==> config.mk <==
export PLATFORM = sky130hd
export DESIGN_NAME = muldiv_sequencer_flat
export DESIGN_NICKNAME = d
export VERILOG_FILES = /design/src/rtl/muldiv_sequencer_if.sv /design/src/rtl/muldiv_sequencer.sv /design/src/flat_wrapper.sv
export SDC_FILE = /design/constraint.sdc
export NUM_CORES = 1
export LEC_CHECK = 0
export BUFFER_PORTS_ARGS = -buffer_cell sky130_fd_sc_hd__buf_4
export CAP_MARGIN = 20
export CORE_MARGIN = 5
export CORE_UTILIZATION = 45
export CTS_BUF_LIST = sky130_fd_sc_hd__clkbuf_4 sky130_fd_sc_hd__clkbuf_8 sky130_fd_sc_hd__clkbuf_16
export DETAILED_ROUTE_END_ITERATION = 7
export HOLD_SLACK_MARGIN = 0.15
export PLACE_DENSITY_LB_ADDON = 0.3
export SYNTH_ARGS = -nofsm -noshare
export SYNTH_HDL_FRONTEND = slang
export SYNTH_SLANG_ARGS = --single-unit
export TNS_END_PERCENT = 50
==> constraint.sdc <==
create_clock -name clk -period 10.53 [get_ports clk]
set_clock_uncertainty 0.05 [all_clocks]
set_input_delay 0.5265 -clock clk [delete_from_list [all_inputs] [get_ports clk]]
set_output_delay 0.5265 -clock clk [all_outputs]
set_load 0.01 [all_outputs]
==> src/rtl/muldiv_sequencer_if.sv <==
// Request/response handshake bundle for the iterative multiply/divide sequencer.
// master: the requester (execute stage); slave: the sequencer itself.
interface muldiv_sequencer_if #(
    parameter int unsigned XLEN = 32
);
    logic            start_valid;
    logic            start_ready;
    logic [1:0]      start_op;
    logic [XLEN-1:0] start_rs1;
    logic [XLEN-1:0] start_rs2;
    logic            result_valid;
    logic            result_ready;
    logic [XLEN-1:0] result_data;

    modport master (
        output start_valid, start_op, start_rs1, start_rs2, result_ready,
        input  start_ready, result_valid, result_data
    );

    modport slave (
        input  start_valid, start_op, start_rs1, start_rs2, result_ready,
        output start_ready, result_valid, result_data
    );
endinterface

==> src/rtl/muldiv_sequencer.sv <==
// Iterative unsigned MUL/MULHU/DIVU/REMU controller that borrows the core's shared ALU.
// One ALU add (shift-add multiply) or subtract (restoring divide) per cycle for ITERS cycles.
// Divide by zero bypasses the iterations. Optional build macro MULDIV_FAST_ZERO_EN also
// bypasses the iterations for MUL/MULHU with a zero operand.
module muldiv_sequencer #(
    parameter int unsigned XLEN  = 32,
    parameter int unsigned ITERS = 32
) (
    input  logic                 clk,
    input  logic                 rst,
    muldiv_sequencer_if.slave    bus,
    output logic                 alu_busy_o,
    output logic [XLEN-1:0]      alu_a_o,
    output logic [XLEN-1:0]      alu_b_o,
    output logic [4:0]           alu_op_o,
    input  logic [XLEN-1:0]      alu_result_i
);

    localparam int unsigned CntW = $clog2(ITERS);
    localparam logic [CntW-1:0] CntLast = CntW'(ITERS - 1);

    localparam logic [1:0] OpMul   = 2'b00;
    localparam logic [1:0] OpMulhu = 2'b01;
    localparam logic [1:0] OpDivu  = 2'b10;
    localparam logic [1:0] OpRemu  = 2'b11;

    localparam logic [4:0] AluAdd = 5'b00000;
    localparam logic [4:0] AluSub = 5'b00001;

    typedef enum logic [1:0] {StIdle, StIter, StDone} state_e;

    state_e          state_q;
    logic [1:0]      op_q;
    logic [XLEN-1:0] opnd_q;   // M for multiply, D for divide
    logic [XLEN-1:0] hi_q;     // Phi for multiply, R for divide
    logic [XLEN-1:0] lo_q;     // Plo for multiply, Q for divide
    logic [XLEN-1:0] res_q;
    logic [CntW-1:0] cnt_q;

    logic            is_div;
    logic            carry;
    logic            ge;
    logic            fast_zero;
    logic [XLEN-1:0] hi_d;
    logic [XLEN-1:0] lo_d;
    logic [XLEN-1:0] res_d;

    assign is_div = op_q[1];

    // ALU drive and the per-iteration next values of the partial product / remainder.
    always_comb begin
        alu_a_o  = '0;
        alu_b_o  = '0;
        alu_op_o = AluAdd;
        if (state_q == StIter) begin
            if (is_div) begin
                alu_a_o  = {hi_q[XLEN-2:0], lo_q[XLEN-1]};
                alu_b_o  = opnd_q;
                alu_op_o = AluSub;
            end else begin
                alu_a_o  = hi_q;
                alu_b_o  = lo_q[0] ? opnd_q : '0;
                alu_op_o = AluAdd;
            end
        end

        // Carry/borrow come from local compares, never from the ALU.
        carry = (alu_result_i < alu_b_o);
        // A set R[31] means the shifted remainder exceeds XLEN bits, so it must be >= D.
        ge    = hi_q[XLEN-1] | !(alu_a_o < opnd_q);

        if (is_div) begin
            hi_d = ge ? alu_result_i : alu_a_o;
            lo_d = {lo_q[XLEN-2:0], ge};
        end else begin
            hi_d = {carry, alu_result_i[XLEN-1:1]};
            lo_d = {alu_result_i[0], lo_q[XLEN-1:1]};
        end

        unique case (op_q)
            OpMul:   res_d = lo_d;
            OpMulhu: res_d = hi_d;
            OpDivu:  res_d = lo_d;
            OpRemu:  res_d = hi_d;
            default: res_d = '0;
        endcase
    end

    // Multiply-by-zero shortcut, only in builds that enable it.
    always_comb begin
`ifdef MULDIV_FAST_ZERO_EN
        fast_zero = !bus.start_op[1] && ((bus.start_rs1 == '0) || (bus.start_rs2 == '0));
`else
        fast_zero = 1'b0;
`endif
    end

    // Control FSM plus iteration datapath registers.
    always_ff @(posedge clk) begin
        if (rst) begin
            state_q <= StIdle;
            op_q    <= OpMul;
            opnd_q  <= '0;
            hi_q    <= '0;
            lo_q    <= '0;
            res_q   <= '0;
            cnt_q   <= '0;
        end else begin
            unique case (state_q)
                StIdle: begin
                    if (bus.start_valid) begin
                        op_q  <= bus.start_op;
                        cnt_q <= '0;
                        hi_q  <= '0;
                        if (bus.start_op[1]) begin
                            opnd_q <= bus.start_rs2;
                            lo_q   <= bus.start_rs1;
                            if (bus.start_rs2 == '0) begin
                                res_q   <= (bus.start_op == OpDivu) ? '1 : bus.start_rs1;
                                state_q <= StDone;
                            end else begin
                                state_q <= StIter;
                            end
                        end else begin
                            opnd_q <= bus.start_rs1;
                            lo_q   <= bus.start_rs2;
                            if (fast_zero) begin
                                res_q   <= '0;
                                state_q <= StDone;
                            end else begin
                                state_q <= StIter;
                            end
                        end
                    end
                end
                StIter: begin
                    hi_q  <= hi_d;
                    lo_q  <= lo_d;
                    cnt_q <= cnt_q + CntW'(1);
                    if (cnt_q == CntLast) begin
                        res_q   <= res_d;
                        state_q <= StDone;
                    end
                end
                StDone: begin
                    if (bus.result_ready) begin
                        state_q <= StIdle;
                    end
                end
                default: state_q <= StIdle;
            endcase
        end
    end

    assign bus.start_ready  = (state_q == StIdle);
    assign bus.result_valid = (state_q == StDone);
    assign bus.result_data  = res_q;
    assign alu_busy_o       = (state_q == StIter);

endmodule

==> src/flat_wrapper.sv <==
// flat-port wrapper written by rule: the top's interface ports become plain ports
module muldiv_sequencer_flat 
#(
    parameter int unsigned XLEN  = 32,
    parameter int unsigned ITERS = 32
)
  (clk, rst, alu_busy_o, alu_a_o, alu_b_o, alu_op_o, alu_result_i, bus_start_valid, bus_start_op, bus_start_rs1, bus_start_rs2, bus_result_ready, bus_start_ready, bus_result_valid, bus_result_data);
  muldiv_sequencer_if #(.XLEN(XLEN)) bus_i ();
  input  logic clk;
  input  logic rst;
  output logic alu_busy_o;
  output logic [XLEN-1:0] alu_a_o;
  output logic [XLEN-1:0] alu_b_o;
  output logic [4:0] alu_op_o;
  input  logic [XLEN-1:0] alu_result_i;
  input wire logic [$bits(bus_i.start_valid)-1:0] bus_start_valid;
  input wire logic [$bits(bus_i.start_op)-1:0] bus_start_op;
  input wire logic [$bits(bus_i.start_rs1)-1:0] bus_start_rs1;
  input wire logic [$bits(bus_i.start_rs2)-1:0] bus_start_rs2;
  input wire logic [$bits(bus_i.result_ready)-1:0] bus_result_ready;
  output wire logic [$bits(bus_i.start_ready)-1:0] bus_start_ready;
  output wire logic [$bits(bus_i.result_valid)-1:0] bus_result_valid;
  output wire logic [$bits(bus_i.result_data)-1:0] bus_result_data;
  assign bus_i.start_valid = bus_start_valid;
  assign bus_i.start_op = bus_start_op;
  assign bus_i.start_rs1 = bus_start_rs1;
  assign bus_i.start_rs2 = bus_start_rs2;
  assign bus_i.result_ready = bus_result_ready;
  assign bus_start_ready = bus_i.start_ready;
  assign bus_result_valid = bus_i.result_valid;
  assign bus_result_data = bus_i.result_data;
  muldiv_sequencer #(.XLEN(XLEN), .ITERS(ITERS)) u_core (.clk(clk), .rst(rst), .bus(bus_i), .alu_busy_o(alu_busy_o), .alu_a_o(alu_a_o), .alu_b_o(alu_b_o), .alu_op_o(alu_op_o), .alu_result_i(alu_result_i));
endmodule
==> flow_summary.yaml, run 1 <==
power_and_ir_drop:
  power_density_nw_per_um2: 145
  peakVddDrop_mv: 0.0999
  p_leak_nw: 5.42
detailed_routing:
  routed_wl_microns: 38100
  wl_met1_microns: 16300
  routed-wl-met3_microns: 4700
  vias: 10500
  drt-vias-per-instance: 6.15
  first_iter_violations: 1636
  highest_layer: "met4"
  routedWlPerCell_microns: 22.4
  ant_nets: 0
  drc: 0
  wl_met2_microns: 16100
  first_pass_iters: 6
yosys:
  async_flop_share_pct: 0
  yosys.area.top_type_share_pct: 28.1
  ys_seq_area_share_pct: 28.1
  synth_commonest_cells: "nor2_1 (216), dfxtp_1 (137), nand2_1 (130)"
  synth_top_area_cell: "dfxtp_1"
  synth_ff_type: "dfxtp_1"
  synth.distinct_cells: 57
  synth_area_leaders: "dfxtp_1 (28%), mux2i_1 (13%), nor2_1 (8.3%), ha_1 (8.2%), nand2_1 (5.0%)"
  yosysMostFrequentCell: "nor2_1"
  synth_seq_cells: 137
  synth_area_sq_um: 9750
  synth_edf_count: 0
  ys_warn_count: 0
  syn_avg_cell_area_sq_um: 7.67
  synthCells: 1271
flow_run:
  cap_violations: 0
place:
  gp_congestion: 0.975
  port_buffers: 201
  hpwl_microns: 28000
  placed_area_sq_um: 11400
clock_tree:
  postCtsSetupBuffers: 0
  clock-sinks: 137
  clockBufferDepth: 2
  numCtsBuffers: 17
  cts_tree: "done"
  htree_num_levels: 4
  clock_latency_ps: 420
  cts-root-buf: "clkbuf_16"
  cts_hold_buffers: 0
  clkTransAtPathRegs_ps: 60
  post_cts_resize_count: 0
sta:
  slew_violations: 0
  post-route-period-util_pct: 46.3
  worst_pin_slew_ps: 1090
  setup_viol_count_final: 0
  min_period_ps: 4880
  setup_tns_ps: 0
  rsz0062_at_grt: "no"
  fmax_ghz: 0.205
  hold_viol: 0
  relSlewSlack_pct: 27.3
die:
  die_area_sq_um: 24700
  rows: 53
  die_height_microns: 157
  start_util_pct: 46.1
  core_area_sq_um: 21200
  die_x_microns: 157
  io_pins: 206
critical_path:
  rr_endpoint: "u_core.bus.result_data[14]"
  rr_worst_depth: 13
  reg2reg_slack_ps: 5650
  required_ps: 10760
  cp-start-kind: "flop"
  cp.arrival_ps: 5110
  endpoint_kind: "flop"
  crit_start: "u_core.op_q[1]"
  criticalPathCategory: "flop to flop"
  cp-endpoint: "u_core.bus.result_data[14]"
  cp_max_fo: 77
  r2r-start: "u_core.op_q[1]"
global_route:
  grt-ovfl-total: 0
  antenna_found_initial: 0
  grt_max_degree: 78
  track_usage_pct: 29.8
  grt_pass1_vias: 9472
  grt_pass1_wl_microns: 57100
min_path:
  hp-class: "input port to flop"
cells_and_area:
  fin_area_sq_um: 12000
  num_antenna_cells: 0
  final_layout_size_suffix_gt1_share_pct: 20.6
  fin_nets: 1578
  syn_to_final_growth_pct: 23.2
status:
  status: "completed"
-- metrics by stage --
stage	hold WS, ps	util [%]	instances	worst slack [ps]	total power, W
global route	321	56.8	1699	5490	0.00181
CTS	303	56.7	1698	5640	0.00173
detailed placement	399	53.7	1667	5700	0.00109
finish	315	56.8	1699	5650	0.00174
global placement	396	53.6	1666	5810	0.00108
floorplan	379	-	1274	7170	0.000903
-- kinds of logic (layout without fill, tap and decap cells) --
group | count (synthesis) | count (layout) | synth area share, %
compound gates | 343 | 343 | 23.3
fa+ha+maj | 64 | 64 | 8.21
buf+inv | 167 | 317 | 6.88
flops | 137 | 137 | 28.1
mux | 158 | 158 | 16.6
other cells | 1 | 4 | 0.0385
simple gates | 401 | 401 | 16.8
-- routing by layer --
layer | GRT usage (%) | vias to the layer above
met5 | 0 | -
li1 | - | 4837
met1 | 43.1 | 4894
met3 | 9.05 | 76
met4 | 8.07 | 0
met2 | 42.9 | 650
-- worst max-delay path, cell delays in order (launching register included) --
cell      delay, ps
dfxtp_4         720
buf_4           860
mux2i_1         260
nor2_1          100
ha_1            370
a211oi_1        270
o21ai_0         150
o221ai_1        310
o211ai_1        250
nor2_4          150
buf_4           420
mux2_2          440
o221ai_1        230
a31oi_1         120
-- state kept, by name, summed over array words and instances (netlist names) --
signal / flops
u_core.bus.result_data: 32
u_core.cnt_q: 5
u_core.hi_q: 32
u_core.op_q: 2
u_core.lo_q: 32
u_core.opnd_q: 32
u_core.state_q: 2
-- worst min path at each step --
stage	startpoint	cells after the start	end
floorplan	u_core.cnt_q[3]	1	u_core.cnt_q[3]
global placement	u_core.hi_q[3]	2	u_core.hi_q[3]
detailed placement	u_core.hi_q[27]	2	u_core.hi_q[27]
CTS	bus_start_op[0]	3	u_core.op_q[0]
global route	bus_start_op[0]	3	u_core.op_q[0]
finish	bus_start_op[0]	3	u_core.op_q[0]
-- area by class of cell --
cell class / count / area (sq um)
repair buffers: 219 / 1670
flip-flops and latches: 137 / 2750
inverters: 67 / 251
multi-input cells: 970 / 6380
clock inverters: 12 / 173
fillers: 2010 / 9140
well taps: 275 / 344
clock buffers: 19 / 453
-- power by group --
group / internal (W) / switching (W)
clock network: 0.000407 / 0.000240
logic: 0.000187 / 0.000280
registers: 0.000569 / 0.0000603
-- placed cells by master, fill, tap and decap left out, types with 13 or more instances in the layout --
cell and count:
a21oi_1 66, a21o_1 15, o21bai_1 13, buf_4 217
mux2i_1 129, o21a_1 15, nand4_1 15, mux2_2 24
nand2_1 130, o221ai_1 25, inv_1 66, o21ai_0 81
nor2_1 214, a211oi_1 49, dfxtp_1 135, ha_1 64
clkbuf_16 17, a31oi_1 15
(Power assumes the default switching activity.)
==> run 2: changes to the inputs <==
==> constraint.sdc (replaced) <==
create_clock -name clk -period 4.4 [get_ports clk]
set_clock_uncertainty 0.05 [all_clocks]
set_input_delay 0.22 -clock clk [delete_from_list [all_inputs] [get_ports clk]]
set_output_delay 0.22 -clock clk [all_outputs]
set_load 0.01 [all_outputs]
==> run 2 against run 1 <==
Worst hold slack got worse by 140 ps; die area did not move; register-to-register slack got worse by 5400 ps; design area rose by 7.5%; clock power rose by 130%; worst setup slack got worse by 5400 ps; combinational power rose to 2.6 times the previous value; largest cell class unchanged.
==> flow_summary.yaml, run 2 (same netlist as run 1, synthesis figures left out) <==
status:
  status: "completed"
power_and_ir_drop:
  total_power_w: 0.00421
  power_density_nw_per_um2: 326
  p_leak_nw: 5.84
  peakVddDrop_mv: 0.272
clock_tree:
  clkTransAtPathRegs_ps: 60
  clockBufferDepth: 2
  clock_latency_ps: 430
  post_cts_resize_count: 0
  clock-sinks: 137
  cts_tree: "done"
  numCtsBuffers: 17
  htree_num_levels: 4
  cts-root-buf: "clkbuf_16"
global_route:
  grt_pass1_vias: 10200
  track_usage_pct: 30.8
  antenna_found_initial: 0
  grt-ovfl-total: 0
  grt_max_degree: 67
  grt_pass1_wl_microns: 59000
detailed_routing:
  first_iter_violations: 1362
  drc: 0
  first_pass_iters: 8
  routedWlPerCell_microns: 22.1
  vias: 10900
  routed_wl_microns: 39600
  ant_nets: 0
  drt-vias-per-instance: 6.06
sta:
  min_period_ps: 4110
  rsz0062_at_grt: "no"
  slew_violations: 0
  setup_tns_ps: 0
  relSlewSlack_pct: 26.7
  whs_ps: 175
  post-route-period-util_pct: 93.4
  hold_viol: 0
  setup_viol_count_final: 0
  worst_pin_slew_ps: 1100
  fmax_ghz: 0.243
cells_and_area:
  final_layout_size_suffix_gt1_share_pct: 20.5
  layout_common_cells: "buf_4 (229), nor2_1 (214), dfxtp_1 (136)"
  final_common_cell: "buf_4"
  syn_to_final_growth_pct: 32.5
  num_antenna_cells: 0
  fin_nets: 1670
min_path:
  hp-class: "input port to flop"
  min_to: "u_core.lo_q[31]"
  hold_path_startpoint: "rst"
  hold_depth: 2
flow_run:
  cap_violations: 0
place:
  gp_congestion: 0.987
  hpwl_microns: 29000
  port_buffers: 201
critical_path:
  endpoint_kind: "flop"
  crit_family: "simple AND/OR/NAND/NOR gates"
  cp_max_fo: 16
  rr_worst_depth: 11
  rr_endpoint: "u_core.bus.result_data[19]"
  cp-start-kind: "flop"
  crit_slowest_cell: "nor2_2"
  criticalPathCategory: "flop to flop"
  cp_num_buf_inv: 0
  reg2reg_slack_ps: 290
  cp_cell_sequence: "nand2b_4 > nor2_1 > ha_1 > nand2_1 > nor2_1 > a2111oi_1 > o211ai_1 > nor2_2 > mux2_2 > a211oi_1 > nor2_1"
  path_common_cell: "nor2_1"
  max_stage_delay_ps: 910
  cp.arrival_ps: 4370
  r2r-start: "u_core.state_q[0]"
  required_ps: 4660
die:
  die_x_microns: 157
  core_area_sq_um: 21200
  io_pins: 206
  die_height_microns: 157
  rows: 53
  start_util_pct: 46.1
  die_area_sq_um: 24700
-- run 2: changes by cell type in the layout (fill, tap and decap cells not counted), sizes merged, moves of 2 or more --
cell | before | now
bufinv | 4 | 2
clkbuf | 19 | 25
dlygate4sd3 | 0 | 75
clkinvlp | 3 | 0
buf | 219 | 235
-- run 2: metrics by stage --
step | cells | util (%) | setup slack, ps | area (sq um)
floorplan | 1274 | - | 1040 | 9760
global placement | 1682 | 54.4 | 405 | 11500
detailed placement | 1682 | 54.4 | 223 | 11500
CTS | 1789 | 60.9 | 214 | 12900
global route | 1792 | 61.1 | 136 | 12900
finish | 1792 | 61.1 | 291 | 12900
-- run 2: metal layers --
| metal | up-vias | wire (microns) | track usage, % |
|---|---|---|---|
| li1 | 5016 | - | - |
| met1 | 5053 | 15900 | 42.1 |
| met2 | 705 | 17200 | 46.3 |
| met3 | 91 | 5300 | 9.51 |
| met4 | 0 | 1170 | 10.2 |
| met5 | - | 0 | 0 |
-- run 2: cell type report --
| class | instances | area [sq um] |
|---|---|---|
| clock inverter | 7 | 88.8 |
| timing repair buffer | 310 | 2590 |
| sequential | 137 | 2750 |
| multi-input combinational | 971 | 6380 |
| tap | 275 | 344 |
| inverter | 67 | 251 |
| fill | 1870 | 8240 |
| clock buffer | 25 | 517 |
-- run 2: worst max path at each step --
stage          slack [ps]  cells past startpoint         startpoint                          to
6_report              290                     11  u_core.state_q[0]  u_core.bus.result_data[19]
5_1_grt               140                     11     u_core.op_q[1]   u_core.bus.result_data[3]
4_1_cts               210                     11     u_core.op_q[1]             u_core.hi_q[12]
3_5_place_dp          220                     11     u_core.op_q[1]             u_core.hi_q[12]
3_3_place_gp          410                     11  u_core.state_q[1]  u_core.bus.result_data[26]
2_1_floorplan        1040                     14     u_core.op_q[1]  u_core.bus.result_data[22]
-- run 2: timing repair --
item | in CTS | in global routing
buffers inserted | 0 | 0
hold buffers | 75 | 0
endpoints found under the setup margin | 0 | 1
endpoints found under the hold margin | 58 | 0
-- run 2: power by group --
part | internal, W | switching, W
clock network | 0.000926 | 0.000567
registers | 0.00136 | 0.000139
logic | 0.000515 | 0.000704
